File: src/rtl/adc_capture.sv
// Triggered ADC capture buffer.
// Waits for a rising crossing of trig_level, records DEPTH consecutive samples,
// then allows the buffer to be read out one sample per rd_en cycle.
module adc_capture #(
   parameter int unsigned DATA_W = 14,
   parameter int unsigned DEPTH  = 32
) (
   input  logic              ref_clk,
   input  logic              reset_n,
   input  logic [DATA_W-1:0] adc_data,
   input  logic              arm,
   input  logic              abort,
   input  logic [DATA_W-1:0] trig_level,
   input  logic              rd_en,
   output logic [DATA_W-1:0] rd_data,
   output logic              rd_valid,
   output logic              busy,
   output logic              done
);

   localparam int unsigned AW = (DEPTH > 1) ? $clog2(DEPTH) : 1;
   localparam logic [AW-1:0] LastAddr = AW'(DEPTH - 1);

   typedef enum logic [2:0] {
      StIdle,
      StPrime,
      StArmed,
      StCapture,
      StFull
   } state_t;

   state_t            state_q;
   logic [AW-1:0]     wr_ptr_q;
   logic [AW-1:0]     rd_ptr_q;
   logic [DATA_W-1:0] s_cur_q;
   logic [DATA_W-1:0] s_prev_q;
   logic [DATA_W-1:0] mem [DEPTH];

   logic              trig_hit;
   logic              wr_en;
   logic [AW-1:0]     wr_addr;

   // Rising crossing between the two most recent registered samples.
   always_comb begin
      trig_hit = (s_prev_q < trig_level) && (s_cur_q >= trig_level);
   end

   // Buffer write decode; an abort suppresses the write so contents stay intact.
   always_comb begin
      wr_en   = 1'b0;
      wr_addr = wr_ptr_q;
      if (!abort) begin
         case (state_q)
            StArmed: begin
               if (trig_hit) begin
                  wr_en   = 1'b1;
                  wr_addr = '0;
               end
            end
            StCapture: wr_en = 1'b1;
            default:   wr_en = 1'b0;
         endcase
      end
   end

   // Sample memory, deliberately left out of reset.
   always_ff @(posedge ref_clk) begin
      if (wr_en) begin
         mem[wr_addr] <= s_cur_q;
      end
   end

   // Sample pipeline, control FSM, pointers and registered outputs.
   always_ff @(posedge ref_clk or negedge reset_n) begin
      if (!reset_n) begin
         state_q  <= StIdle;
         wr_ptr_q <= '0;
         rd_ptr_q <= '0;
         s_cur_q  <= '0;
         s_prev_q <= '0;
         rd_data  <= '0;
         rd_valid <= 1'b0;
         busy     <= 1'b0;
         done     <= 1'b0;
      end else begin
         s_cur_q  <= adc_data;
         s_prev_q <= s_cur_q;
         rd_valid <= 1'b0;
         if (abort) begin
            state_q <= StIdle;
            busy    <= 1'b0;
            done    <= 1'b0;
         end else begin
            case (state_q)
               StIdle: begin
                  if (arm) begin
                     state_q  <= StPrime;
                     wr_ptr_q <= '0;
                     rd_ptr_q <= '0;
                  end
               end
               // One cycle so s_prev holds a sample taken after arming.
               StPrime: begin
                  state_q <= StArmed;
                  busy    <= 1'b1;
               end
               StArmed: begin
                  if (trig_hit) begin
                     state_q  <= StCapture;
                     wr_ptr_q <= AW'(1);
                  end
               end
               StCapture: begin
                  if (wr_ptr_q == LastAddr) begin
                     state_q <= StFull;
                     busy    <= 1'b0;
                     done    <= 1'b1;
                  end else begin
                     wr_ptr_q <= wr_ptr_q + AW'(1);
                  end
               end
               StFull: begin
                  if (rd_en) begin
                     rd_data  <= mem[rd_ptr_q];
                     rd_valid <= 1'b1;
                     if (rd_ptr_q == LastAddr) begin
                        state_q <= StIdle;
                        done    <= 1'b0;
                     end else begin
                        rd_ptr_q <= rd_ptr_q + AW'(1);
                     end
                  end
               end
               default: begin
                  state_q <= StIdle;
                  busy    <= 1'b0;
                  done    <= 1'b0;
               end
            endcase
         end
      end
   end

endmodule

File: config.mk
export PLATFORM = sky130hd
export DESIGN_NAME = adc_capture
export DESIGN_NICKNAME = d
export VERILOG_FILES = /design/src/rtl/adc_capture.sv
export SDC_FILE = /design/constraint.sdc
export NUM_CORES = 1
export LEC_CHECK = 0
export ABC_AREA = 1
export CELL_PAD_IN_SITES_DETAIL_PLACEMENT = 0
export CELL_PAD_IN_SITES_GLOBAL_PLACEMENT = 1
export CORE_MARGIN = 1.5
export CORE_UTILIZATION = 43
export CTS_BUF_LIST = sky130_fd_sc_hd__clkbuf_2
export CTS_CLUSTER_DIAMETER = 50
export CTS_CLUSTER_SIZE = 14
export DETAILED_ROUTE_END_ITERATION = 10
export PLACE_DENSITY = 0.74
export SLEW_MARGIN = 30
export SYNTH_ARGS = -nofsm -noshare
export SYNTH_HDL_FRONTEND = slang
export SYNTH_SLANG_ARGS = --single-unit
File: constraint.sdc
create_clock -name ref_clk -period 5.62 [get_ports ref_clk]
set_clock_uncertainty 0.15 [all_clocks]
set_input_delay 1.124 -clock ref_clk [delete_from_list [all_inputs] [get_ports ref_clk]]
set_output_delay 1.124 -clock ref_clk [all_outputs]
set_load 0.02 [all_outputs]
## Yosys cells after proc, flatten, opt, wreduce, memory -nomap -nowiden

Memory sizes are Yosys's and may differ from the RTL's. A register that Yosys moved wholly into a read port is not among the register bits.
Cells that the tools add are included.
Widths: inputs -> output; s select.

| word-level totals | value |
|---|---|
| register bits | 44 |
| bits in writable memories | 448 |
| memories kept | 1 |
| output and inout port bits | 17 |

Memories:

| name | words | bits a word | read ports | clocked after Yosys merged registers in | write ports | RTL line | text |
|---|---|---|---|---|---|---|---|
| mem | 32 | 14 | 1 | 1 | 1 | 37 | `logic [DATA_W-1:0] mem [DEPTH];` |

| operators by class | value |
|---|---|
| eq/ne operators | 18 |
| bitwise gates (word level) | 1 |
| reduce and logical (&&, ||, !) cells | 13 |
| $lt $le $gt $ge | 2 |
| multiplexer cells | 33 |
| add/sub/neg operators | 2 |

Operators by type and width:

| kind | count |
|---|---|
| $mux 5 | 8 |
| $mux 3 | 6 |
| $ne 3x3->1 const B | 5 |
| $pmux 3 s5 | 1 |
| $pmux 5 s3 | 1 |
| $reduce_and 5->1 | 3 |
| $ge 14x14->1 | 1 |
| $lt 14x14->1 | 1 |
| $mux 1 | 13 |
| $add 5x1->5 const B | 2 |
| $eq 5x5->1 const B | 2 |
| $ne 2x2->1 const B | 5 |
| $pmux 5 s2 | 1 |
| $eq 3x2->1 const B | 2 |
| $pmux 1 s3 | 2 |
| $reduce_or 3->1 | 2 |
| $ne 2x1->1 const B | 2 |
| $reduce_and 4->1 | 1 |
| $eq 3x1->1 const B | 1 |
| $eq 3x3->1 const B | 1 |
| $logic_not 3->1 | 1 |
| $reduce_and 3->1 | 1 |
| $reduce_bool 3->1 | 1 |
| $pmux 1 s2 | 1 |
| other kinds (5) | 5 |

## Longest topological paths before layout

| logic depth | value |
|---|---|
| depth after elaboration | 7 |
| depth in mapped cells | 15 |

## Worst setup path before layout

Ideal clock, no wire load.

| timing | value |
|---|---|
| path type | input -> register |
| from | input port trig_level[13] |
| to | memory mem[12][0] (enable) |
| buffers on the path | 0 |
| stages on the path | 10 |
| library setup time | 384 ps |
| path slack | 2171 ps |
| arrival | 2914 ps |
| cell sequence | inv_1 -> ha_1 -> a21o_1 -> nor2_1 -> nand2_1 -> a21oi_1 -> nand3_2 -> nand2_1 -> inv_1 -> nor2_1 |

| between the ends | value |
|---|---|
| cells in the longest elaborated chain, start to end | 7 |

RTL lines:

| what | RTL line | text |
|---|---|---|
| start, declared | 13 | `input logic [DATA_W-1:0] trig_level,` |
| $lt 14x14->1 / $ge 14x14->1 (equally long branches) | 45 | `trig_hit = (s_prev_q < trig_level) && (s_cur_q >= trig_level);` |
| $logic_and 1x1->1 * | 45 |  |
| $mux 1 | 55 | `if (trig_hit) begin` |
| $pmux 1 s2 | 53 | `case (state_q)` |
| $mux 1 | 52 | `if (!abort) begin` |
| $mux 1 | 68 | `if (wr_en) begin` |
| $mux 1 (implied by the code) | 69 | `mem[wr_addr] <= s_cur_q;` |
| end, declared | 37 |  |

Every way passes the cells marked *; elsewhere a longest branch is shown, timed or not.

==> results_dict.tcl <==
set metrics [dict create \
    status "completed" \
    start_kind "flop" \
    path_cells "buf_4 > buf_4 > o21ai_0 > o22ai_1 > nand2_1 > a21oi_1 > nand2_1 > nand2_1 > nand2_1 > nand2_1" \
    synthTopCellsByArea "edfxtp_1 65%, nand2_1 7.0%, dfrtp_1 7.0%" \
    cts_setup_buffers 0 \
    hold_path.class "reg2reg" \
    worstSetupPathType "reg2reg" \
    track_usage_pct 21.01 \
    coreArea_um2 47650 \
    rsz0062_at_grt "false" \
    drt_drc_violations_left 0 \
    whs_ns 0.3678 \
    synth_edf_count 448 \
    dp_hpwl_um 29810 \
    crit_slowest_cell "dfrtp_4" \
    dieArea_um2 49620 \
    io_pins 50 \
    grt_pass1_wl_um 77890 \
    hold_viol_final 0 \
    antenna_left 0 \
    max_clock_freq_mhz 268.0 \
    cts_made_buffers 45 \
    dr.pass1.iters 5 \
    slowest_delay_ns 0.90 \
    cp_max_fo 58 \
    drv_slew 0 \
    cp-end-kind "flop" \
    cp.required_ns 6.36 \
    antenna_found_initial 1 \
    drive_gt1_share_pct 7.965 \
    wire_per_inst_um 21.47 \
    vias_per_cell 5.406 \
    area_growth_syn_to_layout_pct 7.683 \
    power.density_nw_per_um2 306.8 \
    yosysTopAreaCell "edfxtp_1" \
    drt_iter0_markers 1225 \
    arrival_ns 4.47 \
    syn_area_per_cell_um2 12.09 \
    tns_ns 0 \
    regArea_um2 14910 \
    cap_viol_max_count 0 \
    synthArstFlopShare_pct 11.46 \
    min_period_ns 3.731 \
    clk_pin_slew_worst_paths_ns 0.24 \
    ys_ff_latch 506 \
    start_util_pct 43.58 \
    wl_um 52040 \
    ys_types 36 \
    synth_top_area_share_pct 64.79 \
    path_depth 10 \
    dieHeight_um 222.7 \
    vdd_drop_max_v 0.0001983 \
    crit_family "buffers and inverters" \
    multi_input_area_um2 5139 \
    die_w_um 222.7 \
    vias 13104 \
    ctsLongestPathBuffers 3 \
    syn_nets 1781 \
    p_leak_uw 0.008030 \
    synth_common_cells "448 x edfxtp_1, 387 x nand2_1, 219 x nor2_1, 146 x o21ai_0, 96 x a21oi_1" \
    io_buffers 49 \
    synth_most_common_cell "edfxtp_1" \
    clkLatencyLatePin_ns 1.01 \
    timing.final.crit_share_pct 66.39 \
    fillers 4322 \
    cts_hold_buf 1 \
    cts_resized 0 \
    cts_root_buffer "clkbuf_2" \
    htreeDepth 2 \
    synth_warnings 0 \
    post-route-util_pct 46.93 \
    grt_overflow 0 \
    yosysSeqAreaShare_pct 71.78 \
    cts_tree "done" \
    worstHoldPathCells 2 \
    syn_area_um2 20760 \
    path_common_cell "nand2_1" \
    timing.critical_path.buf_inv 2 \
    cts.sinks 506 \
    grt_start_max_net_pins 146 \
    synth_cells 1717 \
    slew_headroom_pct 36.90 \
    grt_pass1_vias 12416 \
    setup_viol 0 \
    fin_nets 1842 \
    rr_worst_depth 10 \
    worst_pin_slew_ns 0.9434 \
    ys.flop_type "edfxtp_1" \
    globalplace.congestion 0.7967 \
    row_count 80 \
]
-- state kept, by name, indices dropped and copies added (netlist names) --
register	cells
busy	1
done	1
mem	448
rd_data	14
rd_ptr_q	5
rd_valid	1
s_cur_q	14
s_prev_q	14
state_q	3
wr_ptr_q	5
-- cell type report --
type | count | share of cell area [%]
timing repair buffer | 103 | 4.051
multi-input combinational | 1063 | 22.98
sequential | 506 | 66.68
clock inverter | 12 | 0.3525
inverter | 59 | 1.024
tap | 615 | 3.442
clock buffer | 65 | 1.455
antenna | 1 | 0.01119
-- layer usage --
layer / global-route usage, % / up-vias / share of wire (%)
li1: - / 6159 / -
met1: 29.39 / 6432 / 44
met2: 33.41 / 427 / 47
met3: 3.213 / 86 / 6.3
met4: 7.615 / 0 / 3.4
met5: 0 / - / 0
-- cell usage in the layout, fill, tap and decap left out, types with 14 or more instances in the layout --
| master | n |
|---|---|
| edfxtp_1 | 448 |
| nand2_1 | 385 |
| nor2_1 | 218 |
| o21ai_0 | 146 |
| a21oi_1 | 96 |
| clkbuf_2 | 65 |
| o22ai_1 | 56 |
| dfrtp_1 | 56 |
| inv_1 | 52 |
| buf_4 | 52 |
| clkdlybuf4s50_1 | 48 |
| o21ai_1 | 33 |
| ha_1 | 31 |
| mux2i_1 | 28 |
| a21boi_0 | 19 |
| nand3_1 | 14 |
-- metrics by stage --
step | instances | total power, uW | cell area (um^2) | worst slack (ns)
floorplan | 1717 | 5085 | 20760 | 2.171
CTS | 2423 | 6923 | 22360 | 1.880
detailed placement | 2345 | 5456 | 21940 | 1.452
global placement | 2345 | 5440 | 21940 | 1.285
finish | 2424 | 6860 | 22360 | 1.889
global route | 2424 | 7168 | 22360 | 1.677
-- cells by family (layout without fill, tap and decap cells) --
group | count (synthesis) | in the layout | share of synthesized area, %
AO/OA/AOI/OAI | 364 | 364 | 9.509
XOR/XNOR | 1 | 1 | 0.04219
adder cells (fa/ha/maj) | 31 | 31 | 1.868
buffers and inverters | 148 | 239 | 3.507
flip-flops | 506 | 506 | 71.78
multiplexers | 28 | 28 | 1.350
other | 0 | 1 | 0
AND/OR/NAND/NOR | 639 | 639 | 11.94
-- worst min-delay path, stage by stage, from the launching register on --
cell and delay [ns]:
dfrtp_1 0.41, nand2_1 0.05, nand2_1 0.05
-- power breakdown --
part           leakage (uW)  switching, uW  internal (uW)
combinational       0.00297            767            353
clock              0.000302           1170            321
sequential          0.00476           88.0           4170
total               0.00803           2020           4840
-- worst paths after layout --
kind	start	slack (ns)	end
min	rd_data[0]	0.37	rd_data[0]
min reg2reg	rd_data[0]	0.37	rd_data[0]
max in group asynchronous	reset_n	3.80	s_prev_q[2]
min in group asynchronous	reset_n	0.54	s_cur_q[3]
max	rd_ptr_q[0]	1.89	rd_data[0]
max reg2reg	rd_ptr_q[0]	1.89	rd_data[0]
Note: power is estimated with default switching activity, not from simulation.
